===== src/rtl/uart_tx_serializer.sv =====
`default_nettype none
// =============================================================================
// uart_tx_serializer: UART frame transmitter (start, LSB-first data, parity, stop)
// Rev 1.0
// =============================================================================
module uart_tx_serializer #(
  parameter int CLKS_PER_BIT = 434,
  parameter int DATA_BITS    = 8,
  parameter int PARITY_EN    = 0,
  parameter int PARITY_ODD   = 0,
  parameter int STOP_BITS    = 1
) (
  input  logic                 input_clock,
  input  logic                 input_reset_n,
  input  logic [DATA_BITS-1:0] tx_data,
  input  logic                 tx_valid,
  output logic                 tx_ready,
  output logic                 tx_serial,
  output logic                 tx_busy,
  output logic                 tx_done
);

  localparam int CW = $clog2(CLKS_PER_BIT);
  localparam int BW = $clog2(DATA_BITS);
  localparam logic [CW-1:0] BAUD_LAST = CW'(CLKS_PER_BIT - 1);
  localparam logic [BW-1:0] DATA_LAST = BW'(DATA_BITS - 1);
  localparam logic [BW-1:0] STOP_LAST = BW'(STOP_BITS - 1);

  typedef enum logic [2:0] {
    S_IDLE   = 3'd0,
    S_START  = 3'd1,
    S_DATA   = 3'd2,
    S_PARITY = 3'd3,
    S_STOP   = 3'd4
  } state_t;

  state_t               state_q, state_d;
  logic [CW-1:0]        baud_q, baud_d;
  logic [BW-1:0]        bit_q, bit_d;
  logic [DATA_BITS-1:0] shift_q, shift_d;
  logic [DATA_BITS-1:0] data_q, data_d;
  logic                 serial_q, serial_d;
  logic                 ready_q, ready_d;
  logic                 busy_q, busy_d;
  logic                 done_q, done_d;
  logic                 baud_wrap;
  logic                 parity_bit;

  assign baud_wrap  = (baud_q == BAUD_LAST);
  assign parity_bit = (PARITY_ODD != 0) ? ~^data_q : ^data_q;

  // Every output is computed one cycle ahead so the pins come straight from flops.
  always_comb begin
    state_d  = state_q;
    baud_d   = baud_q;
    bit_d    = bit_q;
    shift_d  = shift_q;
    data_d   = data_q;
    serial_d = serial_q;
    ready_d  = ready_q;
    busy_d   = busy_q;
    done_d   = 1'b0;
    case (state_q)
      S_IDLE: begin
        if (tx_valid && ready_q) begin
          data_d   = tx_data;
          shift_d  = tx_data;
          state_d  = S_START;
          baud_d   = '0;
          bit_d    = '0;
          serial_d = 1'b0;
          ready_d  = 1'b0;
          busy_d   = 1'b1;
        end
      end
      S_START: begin
        if (baud_wrap) begin
          state_d  = S_DATA;
          baud_d   = '0;
          serial_d = shift_q[0];
        end else begin
          baud_d = baud_q + 1'b1;
        end
      end
      S_DATA: begin
        if (baud_wrap) begin
          baud_d = '0;
          if (bit_q == DATA_LAST) begin
            bit_d = '0;
            if (PARITY_EN != 0) begin
              state_d  = S_PARITY;
              serial_d = parity_bit;
            end else begin
              state_d  = S_STOP;
              serial_d = 1'b1;
            end
          end else begin
            bit_d    = bit_q + 1'b1;
            shift_d  = shift_q >> 1;
            serial_d = shift_q[1];
          end
        end else begin
          baud_d = baud_q + 1'b1;
        end
      end
      S_PARITY: begin
        if (baud_wrap) begin
          state_d  = S_STOP;
          baud_d   = '0;
          bit_d    = '0;
          serial_d = 1'b1;
        end else begin
          baud_d = baud_q + 1'b1;
        end
      end
      S_STOP: begin
        if (baud_wrap) begin
          baud_d = '0;
          if (bit_q == STOP_LAST) begin
            state_d  = S_IDLE;
            bit_d    = '0;
            serial_d = 1'b1;
            ready_d  = 1'b1;
            busy_d   = 1'b0;
            done_d   = 1'b1;
          end else begin
            bit_d = bit_q + 1'b1;
          end
        end else begin
          baud_d = baud_q + 1'b1;
        end
      end
      default: begin
        state_d  = S_IDLE;
        baud_d   = '0;
        bit_d    = '0;
        serial_d = 1'b1;
        ready_d  = 1'b1;
        busy_d   = 1'b0;
      end
    endcase
  end

  always_ff @(posedge input_clock or negedge input_reset_n) begin
    if (!input_reset_n) begin
      state_q  <= S_IDLE;
      baud_q   <= '0;
      bit_q    <= '0;
      shift_q  <= '0;
      data_q   <= '0;
      serial_q <= 1'b1;
      ready_q  <= 1'b1;
      busy_q   <= 1'b0;
      done_q   <= 1'b0;
    end else begin
      state_q  <= state_d;
      baud_q   <= baud_d;
      bit_q    <= bit_d;
      shift_q  <= shift_d;
      data_q   <= data_d;
      serial_q <= serial_d;
      ready_q  <= ready_d;
      busy_q   <= busy_d;
      done_q   <= done_d;
    end
  end

  assign tx_serial = serial_q;
  assign tx_ready  = ready_q;
  assign tx_busy   = busy_q;
  assign tx_done   = done_q;

endmodule
`default_nettype wire

===== config.mk =====
export PLATFORM = sky130hd
export DESIGN_NAME = uart_tx_serializer
export DESIGN_NICKNAME = d
export VERILOG_FILES = /design/src/rtl/uart_tx_serializer.sv
export SDC_FILE = /design/constraint.sdc
export NUM_CORES = 1
export LEC_CHECK = 0
export CAP_MARGIN = 15
export CORE_AREA = 2 2 51 63
export CTS_CLUSTER_SIZE = 25
export DETAILED_ROUTE_END_ITERATION = 16
export DIE_AREA = 0 0 53 65
export PLACE_DENSITY = 0.76
export SYNTH_ARGS = -nofsm -noshare
export SYNTH_HDL_FRONTEND = slang
export SYNTH_SLANG_ARGS = --single-unit

===== constraint.sdc =====
create_clock -name input_clock -period 2.7 [get_ports input_clock]
set_input_delay 0.405 -clock input_clock [delete_from_list [all_inputs] [get_ports input_clock]]
set_output_delay 0.405 -clock input_clock [all_outputs]
set_load 0.01 [all_outputs]

==> impl_metrics.toml <==
[outcome]
run_status = "complete, no violations"

[clock_tree]
post_cts_buffers = 0
clk_path_buf_depth = 2
cts_inserted_buffers = 3
clock_sink_count = 27
clock_latency_ns = 0.33
cts-root-buf = "clkbuf_4"
cts_tree = "built"
htreeDepth = 1
clk_pin_slew_worst_paths_ns = 0.15
cts_resized = 0
holdBufCountCts = 0

[worst_hold_path]
hp-class = "in -> async"

[layout]
fillCellCount = 248
drive_above_1_share_pct = 21.3
insertedDiodeCount = 0
layout_commonest_cell = "dfrtp_1"
area.sequential_sq_um = 678
areaGrowthSynthToFinish_pct = 12.3
multi_input_area_sq_um = 778
nNetsFinal = 167
layout_common_cells = "25 x dfrtp_1, 15 x mux2_2, 14 x clkdlybuf4s50_1, 9 x a21oi_1, 8 x o21ai_0"

[floorplan]
fp.dieArea_sq_um = 3450
core.rowCount = 22
io_pins = 15
fp.dieW_um = 53
initial_utilization_pct = 52.6
die_h_um = 65
core_area_sq_um = 2890

[worst_setup_path]
slowest_stage = "nor4b_1"
timing.rr.start = "bit_q[0]"
slowest_delay_ns = 0.49
cp_common_cell = "ha_1"
end_kind = "flop"
worst-setup-path-type = "reg -> reg"
critPathArrivalTime_ns = 2.25
critPathTopFamily = "simple AND/OR/NAND/NOR gates"
critical_path.reg2reg.endpoint = "shift_q[4]"
reg2regPathDepth = 5
worstPathMaxFanout = 8
critPathRequiredTime_ns = 2.93
start_kind = "flop"
r2r_slack_ns = 0.68
path_buf_inv = 0
path_cells = "ha_1 > ha_1 > nor4b_1 > o2bb2ai_2 > mux2_2"

[sta]
post-route-period-util_pct = 74.8
worst_pin_slew_ns = 0.591
rsz0062_at_grt = "false"
hold_ws_ns = 0.432
setup_viol = 0
fin_worst_skew_ns = 0.00690
fin_setup_tns_ns = 0
finalCriticalPeriod_ns = 2.02
fmax_mhz = 495
hold_viol = 0
worst_slew_margin_rel_pct = 60.5
drv_slew = 0
setup_ws_ns = 0.680

[global_routing]
overflow = 0
grt.busiest_layer = "met2"
antenna_found_initial = 0
grt_util_met3_pct = 2.53
track_usage_pct = 19.7
grt_pass1_vias = 1125
grt_pass1_wl_um = 5100
grt_use_met2_pct = 34.7
grt_max_degree = 28
grt.met1_usage_pct = 24.6

[yosys]
async_flop_share_pct = 100
syn_area_per_cell_sq_um = 11.1
syn_area_sq_um = 1520
ys_warn_count = 0
yosysSeqAreaShare_pct = 44.6
synth_fp_nets = 153
yosys_register_bits = 27
synth-main-ff-cell = "dfrtp_1"
synth_edf_count = 0
synthCells = 137
ys_types = 46

[routing]
via_per_inst = 5.76
drt-initial-drc-count = 14
detail-route-antenna-nets = 0
dr.pass1.iters = 4
via_count = 1072
drt-wirelength-per-cell_um = 15.2
drc = 0
drt-total-wl_um = 2820

[power_and_ir_drop]
leakage_nw = 0.713
powerDensity_nw_per_um2 = 359
irDropWorstVdd_v = 0.000304

[placement]
pre_cts_slack_ns = 0.677
portBuffers = 14
dp_hpwl_um = 2070
gp_congestion = 0.745

[job]
drv_cap = 0
-- report_power, final --
| part | leakage, nW | switching (W) | internal (W) |
|---|---|---|---|
| registers | 0.345 | 0 | 0.000405 |
| clock network | 0.0177 | 0.000124 | 0.0000557 |
| logic | 0.351 | 0.0000110 | 0.0000173 |
| total | 0.713 | 0.000135 | 0.000478 |
-- kinds of logic (layout without fill, tap and decap cells) --
logic type                 after synthesis  count (layout)  synth area share, %
DFF                                     27              27                 44.6
buffers and inverters                   13              26                 4.20
xor gates and xnor gates                 1               1                0.576
AOI/OAI and AO/OA                       38              38                 18.4
and+or+nand+nor                         35              35                 14.7
adders and majority gates                5               5                 4.12
muxes                                   18              18                 13.4
-- state kept, by name, indices dropped and copies added (netlist names) --
signal,count
baud_q,9
shift_q,8
bit_q,3
state_q,3
tx_busy,1
tx_done,1
tx_ready,1
tx_serial,1
-- cells in the mapped netlist (2+ instances only) --
cell | instances | area share [%]
a21o_1 | 2 | 0.99
a21oi_1 | 9 | 3.0
a31oi_1 | 5 | 2.1
and2_1 | 2 | 0.82
buf_2 | 2 | 0.66
clkbuf_1 | 2 | 0.49
dfrtp_1 | 25 | 41
dfstp_2 | 2 | 3.5
ha_1 | 5 | 4.1
inv_1 | 6 | 1.5
mux2_2 | 15 | 11
mux2i_1 | 2 | 1.3
nand2_1 | 7 | 1.7
nand2b_1 | 3 | 1.2
nand3_1 | 3 | 0.99
nor2_1 | 6 | 1.5
nor3_1 | 4 | 1.3
nor3b_1 | 2 | 0.99
o21ai_0 | 8 | 2.6
-- worst max path at each step --
stage	start	end	slack (ns)	depth (start not counted)
6_report	bit_q[0]	shift_q[4]	0.68	5
5_1_grt	bit_q[0]	shift_q[1]	0.46	5
4_1_cts	bit_q[0]	shift_q[1]	0.67	5
3_5_place_dp	tx_valid	bit_q[0]	0.68	5
3_3_place_gp	tx_valid	bit_q[0]	0.69	5
2_1_floorplan	bit_q[0]	shift_q[0]	0.86	5
-- through the flow --
stage | instances | util [%] | cell area, sq um | power (W)
6_report | 186 | 59.0 | 1710 | 0.000613
5_1_grt | 186 | 59.0 | 1710 | 0.000645
4_1_cts | 186 | 59.0 | 1710 | 0.000618
3_5_place_dp | 182 | 58.1 | 1680 | 0.000441
3_3_place_gp | 182 | 58.1 | 1680 | 0.000440
2_1_floorplan | 137 | - | 1520 | 0.000417
-- cell type report --
type | instances | share of cell area, %
multi-input combinational | 97 | 45.6
sequential | 27 | 39.7
timing repair buffer | 16 | 9.09
tap | 36 | 2.64
clock buffer | 3 | 1.32
inverter | 6 | 1.32
clock inverter | 1 | 0.293
-- per-layer routing --
layer | vias up | wire length (um)
li1 | 529 | -
met2 | 24 | 1480
met1 | 515 | 1230
met3 | 4 | 80
met5 | - | 0
met4 | 0 | 32
No activity file was read; power rests on OpenSTA's default activity.
